[config.mk]
export PLATFORM = sky130hd
export DESIGN_NAME = ecc_scrub_ctrl_flat
export DESIGN_NICKNAME = d
export VERILOG_FILES = /design/src/rtl/ecc_scrub_ctrl_if.sv /design/src/rtl/ecc_scrub_ctrl.sv /design/src/flat_wrapper.sv
export SDC_FILE = /design/constraint.sdc
export NUM_CORES = 1
export LEC_CHECK = 0
export BUFFER_PORTS_ARGS = -buffer_cell sky130_fd_sc_hd__buf_2
export CORE_MARGIN = 5
export CORE_UTILIZATION = 54
export CTS_CLUSTER_SIZE = 30
export DETAILED_ROUTE_END_ITERATION = 7
export PLACE_DENSITY = 0.84
export SETUP_SLACK_MARGIN = 0.15
export SYNTH_ARGS = -nofsm -noshare
export SYNTH_HDL_FRONTEND = slang
export SYNTH_SLANG_ARGS = --single-unit
[constraint.sdc]
create_clock -name clk -period 8.1 [get_ports clk]
set_input_delay 1.215 -clock clk [delete_from_list [all_inputs] [get_ports clk]]
set_output_delay 1.215 -clock clk [all_outputs]
set_load 0.1 [all_outputs]
[src/rtl/ecc_scrub_ctrl_if.sv]
`default_nettype none
// ============================================================================
// Module   : ecc_scrub_ctrl_if
// Brief    : Memory port bundle between the ECC scrubber (master) and the
//            SRAM arbiter (slave). Request side is held stable until mem_gnt.
// Revision : 1.0 - initial release
// ============================================================================
interface ecc_scrub_ctrl_if #(
    parameter int ADDR_W = 8
);
    logic              mem_req;
    logic              mem_we;
    logic [ADDR_W-1:0] mem_addr;
    logic [31:0]       mem_wdata;
    logic [7:0]        mem_wchk;
    logic              mem_gnt;
    logic              mem_rvalid;
    logic [31:0]       mem_rdata;
    logic [7:0]        mem_rchk;

    modport master (
        output mem_req, mem_we, mem_addr, mem_wdata, mem_wchk,
        input  mem_gnt, mem_rvalid, mem_rdata, mem_rchk
    );

    modport slave (
        input  mem_req, mem_we, mem_addr, mem_wdata, mem_wchk,
        output mem_gnt, mem_rvalid, mem_rdata, mem_rchk
    );
endinterface
`default_nettype wire

[src/rtl/ecc_scrub_ctrl.sv]
`default_nettype none
// ============================================================================
// Module   : ecc_scrub_ctrl
// Brief    : Background SRAM scrubber. Visits one word every INTERVAL idle
//            cycles, passes it through an external single-error corrector
//            and writes it back only when the corrector changed the data.
//            Counts corrections (saturating) and pulses pass_done after the
//            last word of each pass.
//            Optional macro ECC_SCRUB_LOG_EN adds log_valid/log_addr, which
//            capture the address of the first correction after reset.
// Revision : 1.0 - initial release
// ============================================================================
module ecc_scrub_ctrl #(
    parameter int ADDR_W   = 8,
    parameter int DEPTH    = 256,
    parameter int INTERVAL = 1024,
    parameter int CNT_W    = 16
) (
    input  logic               clk,
    input  logic               rst,
    input  logic               scrub_en,
    ecc_scrub_ctrl_if.master   mem,
    output logic [31:0]        cor_din,
    output logic [7:0]         cor_chk,
    output logic               cor_en,
    input  logic [31:0]        cor_dout,
    output logic [CNT_W-1:0]   err_cnt,
    output logic               pass_done,
    output logic               busy
`ifdef ECC_SCRUB_LOG_EN
    ,
    output logic               log_valid,
    output logic [ADDR_W-1:0]  log_addr
`endif
);

    localparam int                c_TMR_W      = (INTERVAL > 1) ? $clog2(INTERVAL) : 1;
    localparam logic [c_TMR_W-1:0] c_TMR_RELOAD = c_TMR_W'(INTERVAL - 1);
    localparam logic [ADDR_W-1:0] c_LAST_ADDR  = ADDR_W'(DEPTH - 1);
    localparam logic [CNT_W-1:0]  c_CNT_MAX    = '1;

    typedef enum logic [2:0] {
        S_IDLE    = 3'd0,
        S_WAIT    = 3'd1,
        S_RD_REQ  = 3'd2,
        S_RD_WAIT = 3'd3,
        S_CORR    = 3'd4,
        S_CMP     = 3'd5,
        S_WR_REQ  = 3'd6,
        S_NEXT    = 3'd7
    } state_t;

    state_t              r_state;
    logic [c_TMR_W-1:0]  r_timer;
    logic [ADDR_W-1:0]   r_addr;
    logic [31:0]         r_data;      // raw word as read from SRAM
    logic [7:0]          r_chk;       // raw check bits as read from SRAM
    logic [31:0]         r_corr;      // corrector result for r_data/r_chk
    logic                r_mem_req;
    logic                r_mem_we;
    logic [31:0]         r_mem_wdata;
    logic [7:0]          r_mem_wchk;
    logic [31:0]         r_cor_din;
    logic [7:0]          r_cor_chk;
    logic                r_cor_en;
    logic [CNT_W-1:0]    r_err_cnt;
    logic                r_pass_done;
    logic                r_busy;
    logic                w_mismatch;

    assign w_mismatch = (r_corr != r_data);

    // Scrub sequencer: every output is a register updated on the state
    // transition that enters the state in which it must be valid.
    always_ff @(posedge clk or posedge rst) begin
        if (rst) begin
            r_state     <= S_IDLE;
            r_timer     <= c_TMR_RELOAD;
            r_addr      <= '0;
            r_data      <= '0;
            r_chk       <= '0;
            r_corr      <= '0;
            r_mem_req   <= 1'b0;
            r_mem_we    <= 1'b0;
            r_mem_wdata <= '0;
            r_mem_wchk  <= '0;
            r_cor_din   <= '0;
            r_cor_chk   <= '0;
            r_cor_en    <= 1'b0;
            r_err_cnt   <= '0;
            r_pass_done <= 1'b0;
            r_busy      <= 1'b0;
        end else begin
            r_pass_done <= 1'b0;
            case (r_state)
                S_IDLE: begin
                    if (scrub_en) begin
                        r_state <= S_WAIT;
                        r_timer <= c_TMR_RELOAD;
                    end
                end
                S_WAIT: begin
                    // Disable aborts the idle gap; address is kept for resume.
                    if (!scrub_en) begin
                        r_state <= S_IDLE;
                    end else if (r_timer == '0) begin
                        r_state   <= S_RD_REQ;
                        r_mem_req <= 1'b1;
                        r_mem_we  <= 1'b0;
                        r_busy    <= 1'b1;
                    end else begin
                        r_timer <= r_timer - 1'b1;
                    end
                end
                S_RD_REQ: begin
                    if (mem.mem_gnt) begin
                        r_state   <= S_RD_WAIT;
                        r_mem_req <= 1'b0;
                    end
                end
                S_RD_WAIT: begin
                    if (mem.mem_rvalid) begin
                        r_state   <= S_CORR;
                        r_data    <= mem.mem_rdata;
                        r_chk     <= mem.mem_rchk;
                        r_cor_din <= mem.mem_rdata;
                        r_cor_chk <= mem.mem_rchk;
                        r_cor_en  <= 1'b1;
                    end
                end
                S_CORR: begin
                    r_state   <= S_CMP;
                    r_corr    <= cor_dout;
                    r_cor_din <= '0;
                    r_cor_chk <= '0;
                    r_cor_en  <= 1'b0;
                end
                S_CMP: begin
                    if (!w_mismatch) begin
                        r_state <= S_NEXT;
                    end else begin
                        r_state     <= S_WR_REQ;
                        r_mem_req   <= 1'b1;
                        r_mem_we    <= 1'b1;
                        r_mem_wdata <= r_corr;
                        r_mem_wchk  <= r_chk;
                        if (r_err_cnt != c_CNT_MAX) begin
                            r_err_cnt <= r_err_cnt + 1'b1;
                        end
                    end
                end
                S_WR_REQ: begin
                    if (mem.mem_gnt) begin
                        r_state     <= S_NEXT;
                        r_mem_req   <= 1'b0;
                        r_mem_we    <= 1'b0;
                        r_mem_wdata <= '0;
                        r_mem_wchk  <= '0;
                    end
                end
                S_NEXT: begin
                    r_busy <= 1'b0;
                    if (r_addr == c_LAST_ADDR) begin
                        r_addr      <= '0;
                        r_pass_done <= 1'b1;
                    end else begin
                        r_addr <= r_addr + 1'b1;
                    end
                    if (scrub_en) begin
                        r_state <= S_WAIT;
                        r_timer <= c_TMR_RELOAD;
                    end else begin
                        r_state <= S_IDLE;
                    end
                end
                default: begin
                    r_state <= S_IDLE;
                end
            endcase
        end
    end

`ifdef ECC_SCRUB_LOG_EN
    logic              r_log_valid;
    logic [ADDR_W-1:0] r_log_addr;

    // Sticky record of the first corrected address since reset.
    always_ff @(posedge clk or posedge rst) begin
        if (rst) begin
            r_log_valid <= 1'b0;
            r_log_addr  <= '0;
        end else if (r_state == S_CMP && w_mismatch && !r_log_valid) begin
            r_log_valid <= 1'b1;
            r_log_addr  <= r_addr;
        end
    end

    assign log_valid = r_log_valid;
    assign log_addr  = r_log_addr;
`endif

    assign mem.mem_req   = r_mem_req;
    assign mem.mem_we    = r_mem_we;
    assign mem.mem_addr  = r_addr;
    assign mem.mem_wdata = r_mem_wdata;
    assign mem.mem_wchk  = r_mem_wchk;
    assign cor_din       = r_cor_din;
    assign cor_chk       = r_cor_chk;
    assign cor_en        = r_cor_en;
    assign err_cnt       = r_err_cnt;
    assign pass_done     = r_pass_done;
    assign busy          = r_busy;

endmodule
`default_nettype wire

[src/flat_wrapper.sv]
// flat-port wrapper written by rule: the top's interface ports become plain ports
module ecc_scrub_ctrl_flat 
#(
    parameter int ADDR_W   = 8,
    parameter int DEPTH    = 256,
    parameter int INTERVAL = 1024,
    parameter int CNT_W    = 16
)
  (clk, rst, scrub_en, cor_din, cor_chk, cor_en, cor_dout, err_cnt, pass_done, busy, mem_mem_req, mem_mem_we, mem_mem_addr, mem_mem_wdata, mem_mem_wchk, mem_mem_gnt, mem_mem_rvalid, mem_mem_rdata, mem_mem_rchk);
  ecc_scrub_ctrl_if #(.ADDR_W(ADDR_W)) mem_i ();
  input  logic clk;
  input  logic rst;
  input  logic scrub_en;
  output logic [31:0] cor_din;
  output logic [7:0] cor_chk;
  output logic cor_en;
  input  logic [31:0] cor_dout;
  output logic [CNT_W-1:0] err_cnt;
  output logic pass_done;
  output logic busy;
  output wire logic [$bits(mem_i.mem_req)-1:0] mem_mem_req;
  output wire logic [$bits(mem_i.mem_we)-1:0] mem_mem_we;
  output wire logic [$bits(mem_i.mem_addr)-1:0] mem_mem_addr;
  output wire logic [$bits(mem_i.mem_wdata)-1:0] mem_mem_wdata;
  output wire logic [$bits(mem_i.mem_wchk)-1:0] mem_mem_wchk;
  input wire logic [$bits(mem_i.mem_gnt)-1:0] mem_mem_gnt;
  input wire logic [$bits(mem_i.mem_rvalid)-1:0] mem_mem_rvalid;
  input wire logic [$bits(mem_i.mem_rdata)-1:0] mem_mem_rdata;
  input wire logic [$bits(mem_i.mem_rchk)-1:0] mem_mem_rchk;
  assign mem_mem_req = mem_i.mem_req;
  assign mem_mem_we = mem_i.mem_we;
  assign mem_mem_addr = mem_i.mem_addr;
  assign mem_mem_wdata = mem_i.mem_wdata;
  assign mem_mem_wchk = mem_i.mem_wchk;
  assign mem_i.mem_gnt = mem_mem_gnt;
  assign mem_i.mem_rvalid = mem_mem_rvalid;
  assign mem_i.mem_rdata = mem_mem_rdata;
  assign mem_i.mem_rchk = mem_mem_rchk;
  ecc_scrub_ctrl #(.ADDR_W(ADDR_W), .DEPTH(DEPTH), .INTERVAL(INTERVAL), .CNT_W(CNT_W)) u_core (.clk(clk), .rst(rst), .scrub_en(scrub_en), .mem(mem_i), .cor_din(cor_din), .cor_chk(cor_chk), .cor_en(cor_en), .cor_dout(cor_dout), .err_cnt(err_cnt), .pass_done(pass_done), .busy(busy));
endmodule
Yosys cells after proc, flatten, opt, wreduce, memory -nomap -nowiden
Cells that the tools add are included.
W data, S select, Z words.

storage, ports and cells
  flip-flop bits (word level) = 194
  latch bits = 0
  RAM bits = 0
  ROM bits = 0
  input bits = 77
  logic and storage cells = 96
  memories = 0

cells by class
  add/sub/neg operators = 3
  $mul = 0
  div/mod/pow operators = 0
  $lt $le $gt $ge = 0
  equality and inequality tests = 21
  shift operators = 0
  mux-type cells = 37
  bitwise gates (word level) = 0
  reductions and logical operators = 19

operators by type and width
  kind                     count
  $pmux W32 S2             2
  $mux W32                 3
  $mux W8                  4
  $ne A32 B32 Y1           1
  $pmux W8 S2              2
  $mux W10                 3
  $pmux W3 S8              1
  $pmux W10 S2             1
  $mux W3                  6
  $add A16 B1 Y16 const B  1
  $ne A16 B16 Y1 const B   1
  $reduce_and A5 Y1        3
  $eq A3 B3 Y1 const B     4
  $ne A2 B2 Y1 const B     6
  $mux W1                  11
  $logic_not A10 Y1        1
  $sub A10 B1 Y10 const B  1
  $reduce_and A3 Y1        3
  $add A8 B1 Y8 const B    1
  $eq A8 B8 Y1 const B     1
  $ne A2 B1 Y1 const B     4
  $reduce_bool A2 Y1       4
  $eq A3 B2 Y1 const B     2
  $pmux W1 S3              2
  other kinds (8)          12

Logic depth before layout (Yosys ltp)
  depth in word-level cells = 4
  mapped depth = 8
  gate-level depth less buffers = 8

Worst setup path before layout
OpenSTA, ideal clock, no wires.

  kind = reg2reg
  start point = register u_core.r_err_cnt[4] (netlist: u_core.err_cnt[4])
  end point = register u_core.r_err_cnt[1] (netlist: u_core.err_cnt[1])
  arrival = 2.462 ns
  setup slack = 5.512 ns
  stages on the path, launching flop included = 6
  clock period less this slack = 2.588 ns
  cell sequence = dfrtp_1 > and4_1 > nand4_1 > or4_1 > nand2_1 > mux2_2

between the ends
  cells in the longest elaborated chain, start to end = 2

ends and longest elaborated chain
  element                      line                   text
  from (decl)                  ecc_scrub_ctrl.sv:66   logic [CNT_W-1:0] r_err_cnt;
  from (signal assigned)       ecc_scrub_ctrl.sv:148  r_err_cnt <= r_err_cnt + 1'b1;
  $ne A16 B16 Y1               ecc_scrub_ctrl.sv:147  if (r_err_cnt != c_CNT_MAX) begin
  $reduce_and A3 Y1 (no line)  --

Every way passes these cells.
A chain may end at the register's enable or synchronous reset.

Worst setup path in the final report
  start point = register u_core.r_corr[8]
  end point = register u_core.r_err_cnt[1] (netlist: u_core.err_cnt[1])

between the ends
  cells in the longest elaborated chain, start to end = 2

ends and longest elaborated chain
  element                      line                   text
  from (decl)                  ecc_scrub_ctrl.sv:58   logic [31:0] r_corr;
  from (signal assigned)       ecc_scrub_ctrl.sv:133  r_corr <= cor_dout;
  $ne A32 B32 Y1               ecc_scrub_ctrl.sv:71   assign w_mismatch = (r_corr != r_data);
  $reduce_and A3 Y1 (no line)  --

Every way passes these cells.

==> run summary <==
SYNTHESIS
---------------------------------------------------------------------------------
Count of flip-flops with a built-in enable after synthesis .........            0
Post-Syn Nets ......................................................          882
Post-synthesis cell type with the largest combined area ............ sky130_fd_sc_hd__dfrtp_1
Most frequently used flop master after synthesis ................... sky130_fd_sc_hd__dfrtp_1
Number of storage elements in the synthesis netlist ................          194
Synth Warn # .......................................................            0
Number of library cell types mapped by synthesis ...................           42
Top cells by area in the synthesized netlist ....................... sky130_fd_sc_hd__dfrtp_1 (57%), sky130_fd_sc_hd__nand2_1 (13%), sky130_fd_sc_hd__mux2_2 (4.7%)
Top cell type's share of synthesized area ..........................       57.01%
Mean Syn Cell Area .................................................  10.08 sq um
Instance count of the mapped netlist ...............................          801
Most numerous cell types in the synthesized netlist ................ sky130_fd_sc_hd__nand2_1 (271), sky130_fd_sc_hd__dfrtp_1 (184), sky130_fd_sc_hd__o21ai_0 (53)
Async set or reset register ratio after synthesis ..................       100.0%
Most frequent cell after synthesis ................................. sky130_fd_sc_hd__nand2_1
Fraction of the yosys area taken by sequential cells ...............       60.26%
Netlist area before placement ......................................   8076 sq um

CLOCKING
---------------------------------------------------------------------------------
Hold-fix buffers at CTS ............................................            0
Post-CTS setup buffers .............................................            0
Clock tree from TritonCTS ..........................................         done
Sink count of the clock tree .......................................          194
Clock buffer count from CTS ........................................           17
CTS root buf ....................................................... sky130_fd_sc_hd__clkbuf_16
H-tree levels ......................................................            4
Gates resized, CTS repair ..........................................            0
Register clock-pin slew on the reported worst setup and hold paths .        70 ps
Worst-case clock buffer depth ......................................            2
Clock latency at the later pin of the worst-skew pair ..............       420 ps

WORST SETUP PATH
---------------------------------------------------------------------------------
CP peak stage delay ................................................       550 ps
Crit path max-delay cell type ...................................... sky130_fd_sc_hd__o21ba_4
Max Fanout on Critical Path ........................................           86
Data required time of the worst path ...............................      8400 ps
Crit path cell chain ............................................... xor2_1 -> nor4_1 -> nand4_1 -> o21ba_4 -> nand2_1 -> mux2_2
Endpoint of the worst register-to-register path .................... u_core.err_cnt[1]$_DFFE_PP0P_
Element type at the critical path end ..............................     register
Cell family contributing the most delay on the critical path ....... simple AND/OR/NAND/NOR gates
Worst Reg2Reg Path Length in Cells .................................            6
Buffering stage count on the worst path with inverters included ....            0
Arrival @ worst endpoint ...........................................      3000 ps
Startpoint type of the worst setup path ............................     register
Slack of the worst reg-to-reg path .................................      5400 ps
FF-to-FF Start ..................................................... u_core.r_corr[8]$_DFFE_PP0P_
WS Path Type ....................................................... register to register

FINAL LAYOUT
---------------------------------------------------------------------------------
Layout cell share with drive strength beyond 1 .....................       27.86%
Inserted Diodes ....................................................            0
Area added between synthesis and finish ............................       20.85%
Total Nets Final ...................................................         1051
Final core utilization .............................................       66.90%
Final cell area excluding filler cells .............................   9761 sq um

ROUTE
---------------------------------------------------------------------------------
Antenna-violating nets left ........................................            0
Post-detailed-route DRC marker count ...............................            0
DRC violation total after the first TritonRoute iteration ..........          409
Routed WL ..........................................................     19760 um
Detail-routed via count per cell ...................................        5.403
Post-DR wirelength/cell ............................................     16.97 um
Count of vias placed by the detailed router ........................         6289
Detailed-router iteration count before antenna repair ..............            5

PWR
---------------------------------------------------------------------------------
Leakage dissipation ................................................  0.005199 uW
Worst supply voltage drop on vdd ...................................     271.5 uV
Areal power density over the cells ................................. 464.4 nW/um^2

STA
---------------------------------------------------------------------------------
Accumulated negative setup slack ...................................         0 ps
Post-Route Skew ....................................................     9.946 ps
Hold slack final ...................................................     478.5 ps
Slew at the pin closest to its max-slew limit ......................      1109 ps
Final critical-path setup slack ....................................      5396 ps
Total setup violations reported at the end of the flow .............            0
Maximum achievable frequency .......................................    369.9 MHz
Setup repair after global routing missed its margin ................        false
Max-slew headroom at the worst pin .................................       25.91%
Final Hold Fails ...................................................            0
Final Cycle Share ..................................................       33.38%
Minimum clock period after layout ..................................      2704 ps
Max Transition Viols Final .........................................            0

DIE
---------------------------------------------------------------------------------
Top-level port count ...............................................          186
Core area ..........................................................  14590 sq um
Width of the die ...................................................     132.3 um
Number of placement rows ...........................................           44
Die footprint ......................................................  17500 sq um
Height of the die ..................................................     132.3 um
Initial Utilization ................................................       55.36%

PLACEMENT
---------------------------------------------------------------------------------
Final weighted congestion in routability-driven placement ..........       0.8429
Total placed instance area .........................................   9139 sq um
# port buffers .....................................................          185
Pre-CTS worst setup slack ..........................................      5238 ps
Sum of net half-perimeters after detailed placement ................     13120 um

GRT
---------------------------------------------------------------------------------
Global-route wire length before repair .............................     32530 um
Number of antenna violations at the first check in global routing ..            0
Vias in the first global route .....................................         6465
Overall Global Routing Usage .......................................       22.91%
GRT Residual Overflow ..............................................            0
Maximum number of pins on one net before global-route repair .......          132

JOB
---------------------------------------------------------------------------------
Number of max-capacitance violations reported ......................            0

HOLD PATH
---------------------------------------------------------------------------------
Cells on Worst Hold Path ...........................................            2
Classification of the worst-slack hold path ........................ register to register
Start point of the worst min-delay path ............................ u_core.r_chk[2]$_DFFE_PP0P_
Worst-case hold path end point ..................................... u_core.r_chk[2]$_DFFE_PP0P_

STATUS
---------------------------------------------------------------------------------
Status ............................................................. finished, final reports clean

[per-layer routing]
layer  routed length [um]  global-route usage, %  part of all wire [%]
met5                    0                      0                     0
met4                  257                  7.636                   1.3
met3                 1181                  4.962                   6.0
met2                 9666                  37.20                    49
met1                 8651                  30.94                    44
[layout make-up]
class,count,area (sq um)
Clock buffer,20,466.7
Clock inverter,9,155.1
Fill cell,1108,4828
Inverter,8,37.54
Multi-Input combinational cell,560,3048
Sequential cell,194,4867
Tap cell,184,230.2
Timing Repair Buffer,189,955.9
[through the flow]
step,cells,power [uW]
floorplan,801,3206
global placement,1135,3620
detailed placement,1135,3665
CTS,1164,4556
global route,1164,4744
finish,1164,4533
[cells in the final DEF (no fill, tap or decap), types with 13 or more instances in the layout]
master	synthesis	final
sky130_fd_sc_hd__buf_2	5	185
sky130_fd_sc_hd__nand3_1	17	17
sky130_fd_sc_hd__nor2_1	14	13
sky130_fd_sc_hd__mux2_2	34	34
sky130_fd_sc_hd__nand4_1	13	13
sky130_fd_sc_hd__xor2_1	34	34
sky130_fd_sc_hd__xnor2_1	20	20
sky130_fd_sc_hd__o21ai_0	53	53
sky130_fd_sc_hd__dfrtp_1	184	184
sky130_fd_sc_hd__a21oi_1	46	46
sky130_fd_sc_hd__clkbuf_16	0	17
sky130_fd_sc_hd__nand2_1	271	271
[power breakdown]
group	total, uW	switching (uW)	internal (uW)
Combinational	2170	1740	434
Sequential	1470	221	1250
Clock	885	348	537
Total	4530	2310	2220
[registers in the layout, summed over array words and instances, names as in the netlist, 3 cells and up]
| register | count |
|---|---|
| u_core.err_cnt | 16 |
| u_core.mem.mem_wchk | 8 |
| u_core.mem.mem_wdata | 32 |
| u_core.r_data | 32 |
| u_core.r_timer | 10 |
| u_core.cor_chk | 8 |
| u_core.r_corr | 32 |
| u_core.cor_din | 32 |
| u_core.r_chk | 8 |
| u_core.mem.mem_addr | 8 |
| u_core.r_state | 3 |
[worst register-to-register path, cell delays in order (launching register included)]
cell and delay (ps):
sky130_fd_sc_hd__dfrtp_1 410, sky130_fd_sc_hd__xor2_1 180, sky130_fd_sc_hd__nor4_1 540, sky130_fd_sc_hd__nand4_1 320
sky130_fd_sc_hd__o21ba_4 550, sky130_fd_sc_hd__nand2_1 230, sky130_fd_sc_hd__mux2_2 350
[how the worst max path moves through the flow]
stage,startpoint,to,slack (ps),cells after the start
floorplan,rst,u_core.busy$_DFFE_PP0P_,1620,1
global placement,rst,u_core.r_corr[24]$_DFFE_PP0P_,5250,3
detailed placement,rst,u_core.err_cnt[4]$_DFFE_PP0P_,5240,3
CTS,u_core.r_corr[8]$_DFFE_PP0P_,u_core.err_cnt[1]$_DFFE_PP0P_,5350,6
global route,u_core.r_corr[8]$_DFFE_PP0P_,u_core.err_cnt[1]$_DFFE_PP0P_,5280,6
finish,u_core.r_corr[8]$_DFFE_PP0P_,u_core.err_cnt[1]$_DFFE_PP0P_,5400,6
[cells by family (layout without fill, tap and decap cells)]
kind of cell / after synthesis / count (layout) / share of synthesized area, %
DFF: 194 / 194 / 60.26
and+or+nand+nor: 355 / 355 / 18.85
AOI/OAI and AO/OA: 113 / 113 / 7.405
adders and majority gates: 4 / 4 / 0.6197
buffers and inverters: 47 / 226 / 2.262
muxes: 34 / 34 / 4.741
xor gates and xnor gates: 54 / 54 / 5.856
No activity file was read; power rests on OpenSTA's default activity.
